===== src/rtl/serializer_5bit_fsm.sv =====
// Parallel-in, serial-out framer feeding the 5-bit left shift register.
// Handshaked word load, MSB- or LSB-first emission, frame flags and a programmable idle gap.
module serializer_5bit_fsm #(
  parameter int unsigned WIDTH     = 5,
  parameter bit          MSB_FIRST = 1'b1,
  parameter int unsigned IDLE_GAP  = 0
) (
  input  logic             clk,
  input  logic             reset,
  input  logic [WIDTH-1:0] data_in,
  input  logic             data_valid,
  output logic             data_ready,
  output logic             sout,
  output logic             sout_valid,
  output logic             frame_first,
  output logic             frame_done,
  output logic             busy
);

  localparam int unsigned      CNT_W    = $clog2(WIDTH);
  localparam int unsigned      GAP_W    = 4;
  localparam logic [CNT_W-1:0] CNT_LAST = CNT_W'(WIDTH - 1);
  localparam logic [GAP_W-1:0] GAP_LOAD = (IDLE_GAP == 0) ? GAP_W'(0) : GAP_W'(IDLE_GAP - 1);
  localparam bit               NO_GAP   = (IDLE_GAP == 0);

  typedef enum logic [1:0] {
    ST_IDLE,
    ST_SHIFT,
    ST_GAP
  } state_e;

  state_e           state_q, state_d;
  logic [WIDTH-1:0] sreg_q, sreg_d;
  logic [CNT_W-1:0] cnt_q, cnt_d;
  logic [GAP_W-1:0] gcnt_q, gcnt_d;
  logic             accept;

  // State register; reset discards any partially sent frame
  always_ff @(posedge clk or posedge reset) begin
    if (reset) begin
      state_q <= ST_IDLE;
      sreg_q  <= '0;
      cnt_q   <= '0;
      gcnt_q  <= '0;
    end else begin
      state_q <= state_d;
      sreg_q  <= sreg_d;
      cnt_q   <= cnt_d;
      gcnt_q  <= gcnt_d;
    end
  end

  // Output decode from registers, then next-state logic
  always_comb begin
    state_d = state_q;
    sreg_d  = sreg_q;
    cnt_d   = cnt_q;
    gcnt_d  = gcnt_q;

    sout_valid  = (state_q == ST_SHIFT);
    data_ready  = (state_q == ST_IDLE) | (sout_valid & (cnt_q == '0) & NO_GAP);
    sout        = sout_valid & (MSB_FIRST ? sreg_q[WIDTH-1] : sreg_q[0]);
    frame_first = sout_valid & (cnt_q == CNT_LAST);
    frame_done  = sout_valid & (cnt_q == '0);
    busy        = (state_q != ST_IDLE);
    accept      = data_valid & data_ready;

    case (state_q)
      ST_IDLE: begin
        if (accept) begin
          sreg_d  = data_in;
          cnt_d   = CNT_LAST;
          state_d = ST_SHIFT;
        end
      end
      ST_SHIFT: begin
        if (cnt_q != '0) begin
          sreg_d = MSB_FIRST ? {sreg_q[WIDTH-2:0], 1'b0} : {1'b0, sreg_q[WIDTH-1:1]};
          cnt_d  = CNT_W'(cnt_q - 1'b1);
        end else if (accept) begin
          // Back-to-back reload: next frame's first bit follows with no bubble
          sreg_d = data_in;
          cnt_d  = CNT_LAST;
        end else if (NO_GAP) begin
          state_d = ST_IDLE;
        end else begin
          state_d = ST_GAP;
          gcnt_d  = GAP_LOAD;
        end
      end
      ST_GAP: begin
        if (gcnt_q == '0) begin
          state_d = ST_IDLE;
        end else begin
          gcnt_d = GAP_W'(gcnt_q - 1'b1);
        end
      end
      default: state_d = ST_IDLE;
    endcase
  end

endmodule


===== config.mk =====
export PLATFORM = sky130hd
export DESIGN_NAME = serializer_5bit_fsm
export DESIGN_NICKNAME = d
export VERILOG_FILES = /design/src/rtl/serializer_5bit_fsm.sv
export SDC_FILE = /design/constraint.sdc
export NUM_CORES = 1
export LEC_CHECK = 0
export ABC_AREA = 1
export CAP_MARGIN = 20
export CORE_MARGIN = 3
export CORE_UTILIZATION = 30
export CTS_BUF_LIST = sky130_fd_sc_hd__clkbuf_8
export DETAILED_ROUTE_END_ITERATION = 16
export HOLD_SLACK_MARGIN = 0.05
export PLACE_DENSITY = 0.57
export SLEW_MARGIN = 30
export SYNTH_ARGS = -nofsm -noshare
export SYNTH_HDL_FRONTEND = slang
export SYNTH_SLANG_ARGS = --single-unit

===== constraint.sdc =====
create_clock -name clk -period 2.3 [get_ports clk]
set_input_delay 0.46 -clock clk [delete_from_list [all_inputs] [get_ports clk]]
set_output_delay 0.46 -clock clk [all_outputs]
set_load 0.03 [all_outputs]

==> key figures <==
Run status
  • Status: finished, final reports clean

Power
  • Sw Ratio: 43.99%
  • Clock power share: 18.7%
  • P_sw: 427.7 uW
  • Pleak: 0.3696 nW
  • Cell Pwr Density: 1477 nW/um^2
  • Worst IR Drop VDD: 0.0006181 V
  • Sequential power share: 27.1%
  • Comb pwr share: 54.2%
  • Total Power: 972.2 uW
  • Int Pwr: 544.6 uW

Worst setup path
  • Max FO, Critical Path: 15
  • RR Endpoint: sreg_q[2]$_DFF_PP0_
  • Setup slack, reg-to-reg: 1.02 ns
  • Worst R2R Path Depth: 7
  • Worst EP arrival: 1.44 ns
  • Crit Path Category: reg -> out
  • Startpoint Class: flip-flop
  • R2R Path Start: cnt_q[0]$_DFF_PP0_
  • Crit path cell chain: inv_1, ha_1, nand2_4, nand2_4, dlymetal6s2s_1
  • CP most frequent cell: nand2_4
  • Critical path capture point type: output pin
  • CP peak stage delay: 0.35 ns
  • Critical Path RT: 1.84 ns
  • Slowest cell on crit path: dfrtp_1

Min path
  • Hold Crit Class: in -> async

Cells and area
  • Layout area overhead: 37.34%
  • Post-route cell area: 658.1 sq um
  • Fillcell total: 131
  • Nets: 81
  • Multi-input gate area: 205.2 sq um
  • FF+latch area: 225.2 sq um
  • # diodes: 0
  • Layout cells sized above 1: 14.29%

Placement
  • I/O Buffers: 13
  • Worst slack, placed: 0.2670 ns
  • Routability cong.: 0.6489
  • Placement Cell Area: 605.6 sq um
  • DP Wirelength: 678.9 microns

Floorplan
  • Initial core utilization: 34.26%
  • IO Pins: 14
  • Die height: 45.97 microns
  • Die X: 45.97 microns
  • Core area: 1399 sq um
  • DIE AREA: 2113 sq um
  • # rows: 13

Logic synthesis
  • Sequential fraction of the synthesis area: 47.00%
  • Synth Area in Adders: 5.222%
  • Synth unique cells: 13
  • Syn Inst Count: 55
  • Synthesized Nets: 65
  • Synth Register Bits: 9
  • Mean cell area of the mapped netlist: 8.713 sq um
  • Synth Cell Area: 479.2 sq um
  • Simple-gate area share of the yosys netlist: 33.94%
  • XOR/XNOR Fraction of Synth Area: 0%
  • Mux cell area share after synthesis: 0%
  • Synth Area in Compound Gates: 3.655%
  • Yosys warning count: 0
  • Largest family of logic cells by synthesized area: simple AND/OR/NAND/NOR gates

STA
  • Slew at the pin closest to its max-slew limit: 0.3605 ns
  • Final Critical Period: 1.902 ns
  • Final setup violation count: 0
  • Slew Viols, Final: 0
  • Final setup margin: 0.3976 ns
  • Final Hold Vio Count: 0
  • Setup TNS: 0 ns
  • RSZ-0062 raised after global routing: no
  • Final period utilization: 82.72%
  • Slew margin rel.: 75.94%
  • Clock Skews: 0.002815 ns
  • Hold WS: 0.4918 ns
  • Maximum clock frequency: 525.6 MHz

Job
  • Max-Cap Viols: 0

CTS
  • H-tree depth: 1
  • Hold-fix buffers at CTS: 0
  • Max Root-Sink Buffers: 2
  • Clk slew on worst S/H paths: 0.05 ns
  • Total CTS buffers: 3
  • Clk Latency, worst-skew pair: 0.23 ns
  • CTS tree: done
  • CTS root buffer: clkbuf_8
  • # clock sinks: 9

Detailed routing
  • Number of DRC markers in iteration 0: 2
  • Antenna Nets Post-Route: 0
  • Total wire length: 967 microns
  • Post-DR vias/cell: 4.659
  • Routed vias: 396
  • # DRC: 0
  • DRT Pass-1 Iters: 4
  • Mean routed wirelength per cell: 11.38 microns

GRT
  • Vias in the first global route: 351
  • GRT Total Usage: 10.58%
  • Grt total ovfl: 0
  • Initial antenna violation count: 0
  • Wire length of the first global-routing pass: 1497 microns
  • Largest net degree at the start of global routing: 16
-- logic make-up (layout without fill, tap and decap cells) --
| kind of cell | Yosys count | count (layout) |
|---|---|---|
| adder cells (fa/ha/maj) | 2 | 2 |
| flip-flops | 9 | 9 |
| AND/OR/NAND/NOR | 33 | 33 |
| AO/OA/AOI/OAI | 2 | 2 |
| buffers and inverters | 9 | 24 |
-- state kept, by name (all words and copies together) (netlist names) --
| register | flops |
|---|---|
| cnt_q | 3 |
| state_q | 1 |
| sreg_q | 5 |
-- per-layer routing --
layer	track usage, %	part of all wire, %	vias up
met2	14.56	44	17
met3	3.557	7.1	4
li1	-	-	206
met5	0	0	-
met4	8.523	2.6	0
met1	13.10	46	169
-- critical path: cells and delay by family (launching register included) --
family | cells | cell delay (ns)
fa+ha+maj | 1 | 0.22
buf+inv | 2 | 0.42
flops | 1 | 0.35
simple gates | 2 | 0.21
-- stage by stage --
step | utilization, % | instances
after global routing | 47.05 | 85
final | 47.05 | 85
after global placement | 43.29 | 81
after detailed placement | 43.29 | 81
after CTS | 46.51 | 85
after floorplan | - | 55
-- layout by cell type, fill, tap and decap left out, drive strengths merged --
cell	count
clkbuf	3
clkdlybuf4s50	10
dfrtp	9
dlymetal6s2s	3
ha	2
inv	8
nand2	16
nand3	15
nor2	2
o21ai	1
o22ai	1
-- synthesized netlist by cell type, drive strengths merged --
cell type | instances | area (sq um)
nor2 | 2 | 7.510
nand3 | 15 | 80.08
inv | 7 | 26.27
o22ai | 1 | 12.51
dfrtp | 9 | 225.2
buf | 2 | 22.52
ha | 2 | 25.02
nand2 | 16 | 75.07
o21ai | 1 | 5.000
-- power groups by stage --
stage / Clock (mW) / Combinational (mW) / Sequential (mW)
2_1_floorplan: 0 / 0.414 / 0.273
3_3_place_gp: 0 / 0.527 / 0.267
3_5_place_dp: 0 / 0.534 / 0.267
4_1_cts: 0.185 / 0.539 / 0.265
5_1_grt: 0.192 / 0.584 / 0.273
6_report: 0.182 / 0.527 / 0.263
-- worst max path at each step --
| stage | startpoint | endpoint | slack, ns | cells after the start |
|---|---|---|---|---|
| after floorplan | cnt_q[0]$_DFF_PP0_ | frame_done | 0.69 | 4 |
| after CTS | cnt_q[0]$_DFF_PP0_ | data_ready | 0.009 | 5 |
| after global routing | cnt_q[0]$_DFF_PP0_ | data_ready | 0.30 | 5 |
| after detailed placement | cnt_q[0]$_DFF_PP0_ | data_ready | 0.27 | 5 |
| after global placement | cnt_q[0]$_DFF_PP0_ | data_ready | 0.29 | 5 |
| final | cnt_q[0]$_DFF_PP0_ | data_ready | 0.40 | 5 |
-- layout make-up --
cell class / count / area share [%]
timing repair buffer: 13 / 20.91
multi-input combinational: 37 / 31.18
tap: 15 / 2.852
inverter: 7 / 3.992
sequential: 9 / 34.22
clock buffer: 3 / 6.274
clock inverter: 1 / 0.5703
-- what timing repair did --
item,CTS,global route
buffers inserted,0,0
resized for setup,0,3
setup endpoints to repair,0,3
Power figures use the tool's default switching activity.
